<file path="src/rtl/tdm_demux_16.sv">
// tdm_demux_16: receive-side time-division demultiplexer for the 16-slot serial link.
// Collects one bit per valid beat into slots 0..15, starting at a frame-start marker.
// After each complete frame, the 16 bits appear on dout together with a one-cycle
// frame_valid pulse.
// Optional feature macro: FRAME_ERR_EN adds the registered frame_err pulse output.
module tdm_demux_16 #(
   parameter logic [15:0] DOUT_RST = 16'h0000
) (
   input  logic        clk,
   input  logic        rst,
   input  logic        din,
   input  logic        din_valid,
   input  logic        frame_start,
   output logic [15:0] dout,
   output logic        frame_valid,
   output logic [3:0]  sel,
   output logic        busy
`ifdef FRAME_ERR_EN
   ,
   output logic        frame_err
`endif
);

   localparam logic [0:0] S_IDLE = 1'b0;
   localparam logic [0:0] S_RUN  = 1'b1;

   logic [0:0]  state_q, state_d;
   logic [3:0]  sel_q, sel_d;
   // Slot 15 is never stored here; it goes straight into dout with the frame.
   logic [14:0] shadow_q, shadow_d;
   logic [15:0] dout_q, dout_d;
   logic        frame_valid_q, frame_valid_d;
   logic        err_d;
`ifdef FRAME_ERR_EN
   logic        frame_err_q;
`endif

   // Next-state logic: slot capture, frame completion, resync and beat dropping.
   always_comb begin
      state_d       = state_q;
      sel_d         = sel_q;
      shadow_d      = shadow_q;
      dout_d        = dout_q;
      frame_valid_d = 1'b0;
      err_d         = 1'b0;
      if (din_valid) begin
         case (state_q)
            S_IDLE: begin
               if (frame_start) begin
                  shadow_d = {14'b0, din};
                  sel_d    = 4'd1;
                  state_d  = S_RUN;
               end else begin
                  err_d = 1'b1;
               end
            end
            default: begin
               // A frame_start inside RUN always resyncs, even on the slot-15 beat.
               if (frame_start) begin
                  shadow_d = {14'b0, din};
                  sel_d    = 4'd1;
                  err_d    = 1'b1;
               end else if (sel_q == 4'd15) begin
                  dout_d        = {din, shadow_q};
                  frame_valid_d = 1'b1;
                  sel_d         = 4'd0;
                  state_d       = S_IDLE;
               end else begin
                  for (int unsigned i = 0; i < 15; i++) begin
                     if (sel_q == 4'(i)) shadow_d[i] = din;
                  end
                  sel_d = sel_q + 4'd1;
               end
            end
         endcase
      end
   end

   // State registers with synchronous active-high reset; reset also drops any beat.
   always_ff @(posedge clk) begin
      if (rst) begin
         state_q       <= S_IDLE;
         sel_q         <= '0;
         shadow_q      <= '0;
         dout_q        <= DOUT_RST;
         frame_valid_q <= 1'b0;
      end else begin
         state_q       <= state_d;
         sel_q         <= sel_d;
         shadow_q      <= shadow_d;
         dout_q        <= dout_d;
         frame_valid_q <= frame_valid_d;
      end
   end

`ifdef FRAME_ERR_EN
   // Registered error pulse for resyncs and for beats dropped in IDLE.
   always_ff @(posedge clk) begin
      if (rst) frame_err_q <= 1'b0;
      else     frame_err_q <= err_d;
   end
   assign frame_err = frame_err_q;
`else
   logic unused_err;
   assign unused_err = err_d;
`endif

   assign dout        = dout_q;
   assign frame_valid = frame_valid_q;
   assign sel         = sel_q;
   assign busy        = (state_q == S_RUN);

endmodule

</file>
<file path="config.mk">
export PLATFORM = sky130hd
export DESIGN_NAME = tdm_demux_16
export DESIGN_NICKNAME = d
export VERILOG_FILES = /design/src/rtl/tdm_demux_16.sv
export SDC_FILE = /design/constraint.sdc
export NUM_CORES = 1
export LEC_CHECK = 0
export CAP_MARGIN = 25
export CORE_ASPECT_RATIO = 0.8
export CORE_MARGIN = 2
export CORE_UTILIZATION = 50
export DETAILED_ROUTE_END_ITERATION = 8
export MAX_ROUTING_LAYER = met4
export PLACE_DENSITY = 0.81
export SYNTH_ARGS = -nofsm -noshare
export SYNTH_HDL_FRONTEND = slang
export SYNTH_SLANG_ARGS = --single-unit
</file>
<file path="constraint.sdc">
create_clock -name clk -period 1.6 [get_ports clk]
set_input_delay 0.24 -clock clk [delete_from_list [all_inputs] [get_ports clk]]
set_output_delay 0.24 -clock clk [all_outputs]
set_load 0.01 [all_outputs]
</file>
# After elaboration in Yosys (flattened, before gate mapping)
# Cells that the tools add are included.
# word_totals
input_bits,5
romBits,0
output_inout_bits,22
latch_bits,0
memories,0
word_cells,102
ram_bits,0
register_bits,37
# op_classes
add_sub_neg,1
shifts,0
mul,0
eq_ne,16
bitwise_logic,3
magnitude_cmp,0
n_div,0
n_mux,28
n_reduce_logical,35
# op_table
op,n
AND reduction 4 bit,16
2-to-1 mux 15 bit,4
== test 4 bit (second input constant),8
nonzero test 2 bit,16
2-to-1 mux 1 bit,20
== test 4 x 3 -> 1 bit (second input constant),4
2-to-1 mux 4 bit,4
== test 4 x 2 -> 1 bit (second input constant),2
adder 4 x 1 -> 4 bit (second input constant),1
== test 4 x 1 -> 1 bit (second input constant),1
logical NOT 4 bit,1
OR reduction 4 bit,1
inverter 1 bit,3
!= test 2 bit (second input constant),1
AND reduction 2 bit,1

# Depth between registers and ports, before layout
# depth
ltp_word,5
depth_mapped,6
ltp_nobuf,5

# Worst setup path before layout
# No wires, ideal clock.
# synth_path
path_type,reg-to-reg
startpoint,register sel_q[0] (netlist: sel[0])
endpoint,register dout_q[14] (netlist: dout[14])
path_stages_with_launch,6
slack_ns,0.079
arrival_time_ns,1.387
period_less_slack_ns,1.521
required_time_ns,1.466
setup_time_ns,0.134
n_path_buf,1
cell_sequence,dfxtp_1 ha_1 nand3_1 clkbuf_1 o21ai_0 a21oi_1
# synth_between
elab_chain_cells,2
# synth_lines
element,line_no,source
start: declaration,28,"logic [3:0] sel_q, sel_d;"
start signal: assignment,89,sel_q <= sel_d;
== test 4 bit,63,end else if (sel_q == 4'd15) begin
AND reduction 4 bit (no line),n/a,
end signal: assignment,91,dout_q <= dout_d;
end: declaration,31,"logic [15:0] dout_q, dout_d;"
# No other way between the ends.
# A chain may end at the register's enable or synchronous reset.

# Worst setup path after layout
# layout_path
startpoint,register sel_q[1] (netlist: sel[1])
endpoint,output port sel[1]
# layout_rtl
element,line_no,source
end: declaration,16,"output logic [3:0] sel,"
# No word-level cell between the ends.

==> results.ini <==
[outcome]
status = finished clean

[sta]
fin_crit_sh = 0.9770
finalMaxSlewViolations = 0
rsz0062_at_grt = false
hold_ws_ps = 468.1
tns_ps = 0
slew_headroom = 0.7798
fin_crit_ps = 1563
clock_skew_ps = 2.244
tightest_slew_ps = 330.3
max_freq_ghz = 0.6397
finalHoldViolCount = 0
finalSetupViolations = 0

[route]
initialDrtViolationCount = 83
wl_per_cell_um = 14.58
drtAntennaViolNets = 0
top_layer = met4
drc_errors = 0
wl_met1_mm = 1.874
wl_met3_um = 256
wl_met2_mm = 1.745
vias = 1547
drtPass1Iterations = 5
viasPerCell = 5.751
wl_mm = 3.921

[clocking]
clk_path_buf_depth = 2
path_clk_slew_ps = 70
clock-root-buffer = clkbuf_8
cts_made_buffers = 5
worst_skew_pair.late_latency_ps = 290
holdBufCountCts = 0
post_cts_buffers = 0
cts-htree-levels = 2
cts_tree = built
cts_sinks = 37

[run]
drv_cap = 0

[setup_path]
critPathLaunchType = flop
worstSetupPathType = flop to output pin
critPathCapture = sel[1]
cp-end-kind = output pin
regToRegSetupSlack_ps = 140
reg2reg_depth = 4
cpPeakStageDelay_ps = 530
crit_fanout = 5
worstSetupPathDepth = 2
r2r_end = shadow_q[11]$_SDFFE_PP0P_
arrival_ps = 1320
crit_start = sel[1]$_SDFFE_PP0P_
crit_chain = buf_4, clkdlybuf4s50_1
crit_buf_inv = 2
slowest_stage = clkdlybuf4s50_1
critPathTopFamily = buffers and inverters
worstPathRequired_ps = 1360
r2r-start = sel[0]$_SDFFE_PP0P_

[floorplan]
coreArea_um2 = 3495
ios = 27
die_x_um = 72.25
rows = 19
fp.dieH_um = 58.60
start_util = 0.5331
dieArea_um2 = 4233

[final_layout]
layout_common_cells = dfxtp_1 (33), clkdlybuf4s50_1 (25), nand3_1 (23)
multi_input_area_um2 = 977.2
fin_nets = 237
seq_area_um2 = 748.2
utilization = 0.6523
fin_cells = 269
drive_gt1_frac = 0.1498
nFillCells = 299
diodes = 0
area_growth_pct = 22.36
final_common_cell = dfxtp_1

[logic_synthesis]
synth_xor_area_frac = 0
synth-adder-area-share = 0.03358
synthCells = 198
synth_cell_types = 33
synth.area.mux_share = 0.08059
synth-seq-cells = 37
ys_seq_area_frac = 0.3976
syn_nets = 208
netlist_area_um2 = 1863
yosysWarnings = 0
synth_compound_area_frac = 0.1880
synth_top_area_cell = dfxtp_1
synthTopCellsByArea = dfxtp_1 (40%), mux2i_1 (8.1%), nand3_1 (6.2%)
syn_avg_cell_area_um2 = 9.409
synth_simple_gate_area_frac = 0.2223
yosysTopAreaCellShare = 0.3976
synth_top_family_by_area = simple AND/OR/NAND/NOR gates

[place]
port_buffers = 26
dp_hpwl_mm = 2.535
place_inst = 262
gp_congestion = 0.7842

[power_and_ir_drop]
powerDensity_nw_per_um2 = 768.4
power.leakage_uw = 0.0009198
irDropWorstVdd_mv = 0.6015

[hold_path]
hold_path.class = flop to flop

[global_routing]
grt_overflow = 0
antenna_found_initial = 0
grt_max_degree = 38
grtUsageTotal = 0.2127
grt_pass1_wl_mm = 6.713
first_global_vias = 1366

[logic make-up after synthesis]
logic type      count (synthesis)
simple gates                   63
buf+inv                        22
compound gates                 56
mux                            15
fa+ha+maj                       5
flops                          37
[layer usage]
layer  track usage  vias up
li1              -      776
met4       0.06199        0
met5             -        -
met3       0.07192        6
met1        0.2736      723
met2        0.3185       42
[state kept, by name (all words and copies together), names as in the netlist]
signal	flops
frame_valid	1
sel	4
dout	16
busy	1
shadow_q	15
[repair_timing]
action,in CTS,in global routing
gates resized for setup,4,2
hold endpoints to repair,0,0
setup endpoints to repair,3,2
pin swaps,0,0
[per-stage QoR]
stage                     power, uW  area (um^2)  setup slack, ps
final                          1752         2280            36.77
after CTS                      1762         2276            16.38
after global placement         1104         2183           -20.36
after floorplan                1055         1863            78.98
after detailed placement       1105         2183           -56.97
after global routing           1818         2280            1.550
[cells in the mapped netlist]
library cell	count
dfxtp_1	37
nand3_1	23
a21oi_1	18
o21ai_0	18
nand2b_1	16
mux2i_1	15
and3b_1	9
o211ai_1	9
buf_4	7
buf_2	5
ha_1	5
buf_6	4
clkbuf_1	4
a31o_2	3
nor3b_1	3
inv_1	2
nand3b_1	2
nor2_1	2
o211ai_2	2
a211oi_2	1
a22oi_1	1
a311oi_1	1
a31oi_1	1
a41oi_1	1
and3_1	1
nand2_1	1
nand4b_1	1
nand4b_4	1
nor2b_1	1
nor3_1	1
nor4bb_1	1
o21a_1	1
or3b_4	1
[power breakdown]
group | internal [uW] | switching (uW) | leakage, uW
Sequential | 928 | 9.07 | 0.000301
Combinational | 74.2 | 73.6 | 0.000575
Clock | 342 | 325 | 0.0000443
Total | 1340 | 407 | 0.000920
[worst reg2reg max path, stage by stage (launching register included)]
cell	delay (ps)
dfxtp_4	390
ha_1	300
nand4b_4	290
o211ai_1	220
mux2i_1	200
[worst min path at each step]
stage / slack [ps] / end / start / cells after the start
2_1_floorplan: 390 / dout[15]$_SDFFE_PP0P_ / din / 2
3_5_place_dp: 460 / dout[14]$_SDFFE_PP0P_ / shadow_q[14]$_SDFFE_PP0P_ / 2
5_1_grt: 490 / dout[6]$_SDFFE_PP0P_ / shadow_q[6]$_SDFFE_PP0P_ / 2
3_3_place_gp: 450 / dout[14]$_SDFFE_PP0P_ / shadow_q[14]$_SDFFE_PP0P_ / 2
4_1_cts: 470 / dout[14]$_SDFFE_PP0P_ / shadow_q[14]$_SDFFE_PP0P_ / 2
6_report: 470 / dout[14]$_SDFFE_PP0P_ / shadow_q[14]$_SDFFE_PP0P_ / 2
[area by class of cell]
class | count | area share
Sequential cell | 37 | 0.3282
Tap cell | 42 | 0.02305
Clock buffer | 7 | 0.03787
Timing Repair Buffer | 42 | 0.1789
Inverter | 2 | 0.003293
Multi-Input combinational cell | 139 | 0.4286
No activity file was read; power rests on OpenSTA's default activity.
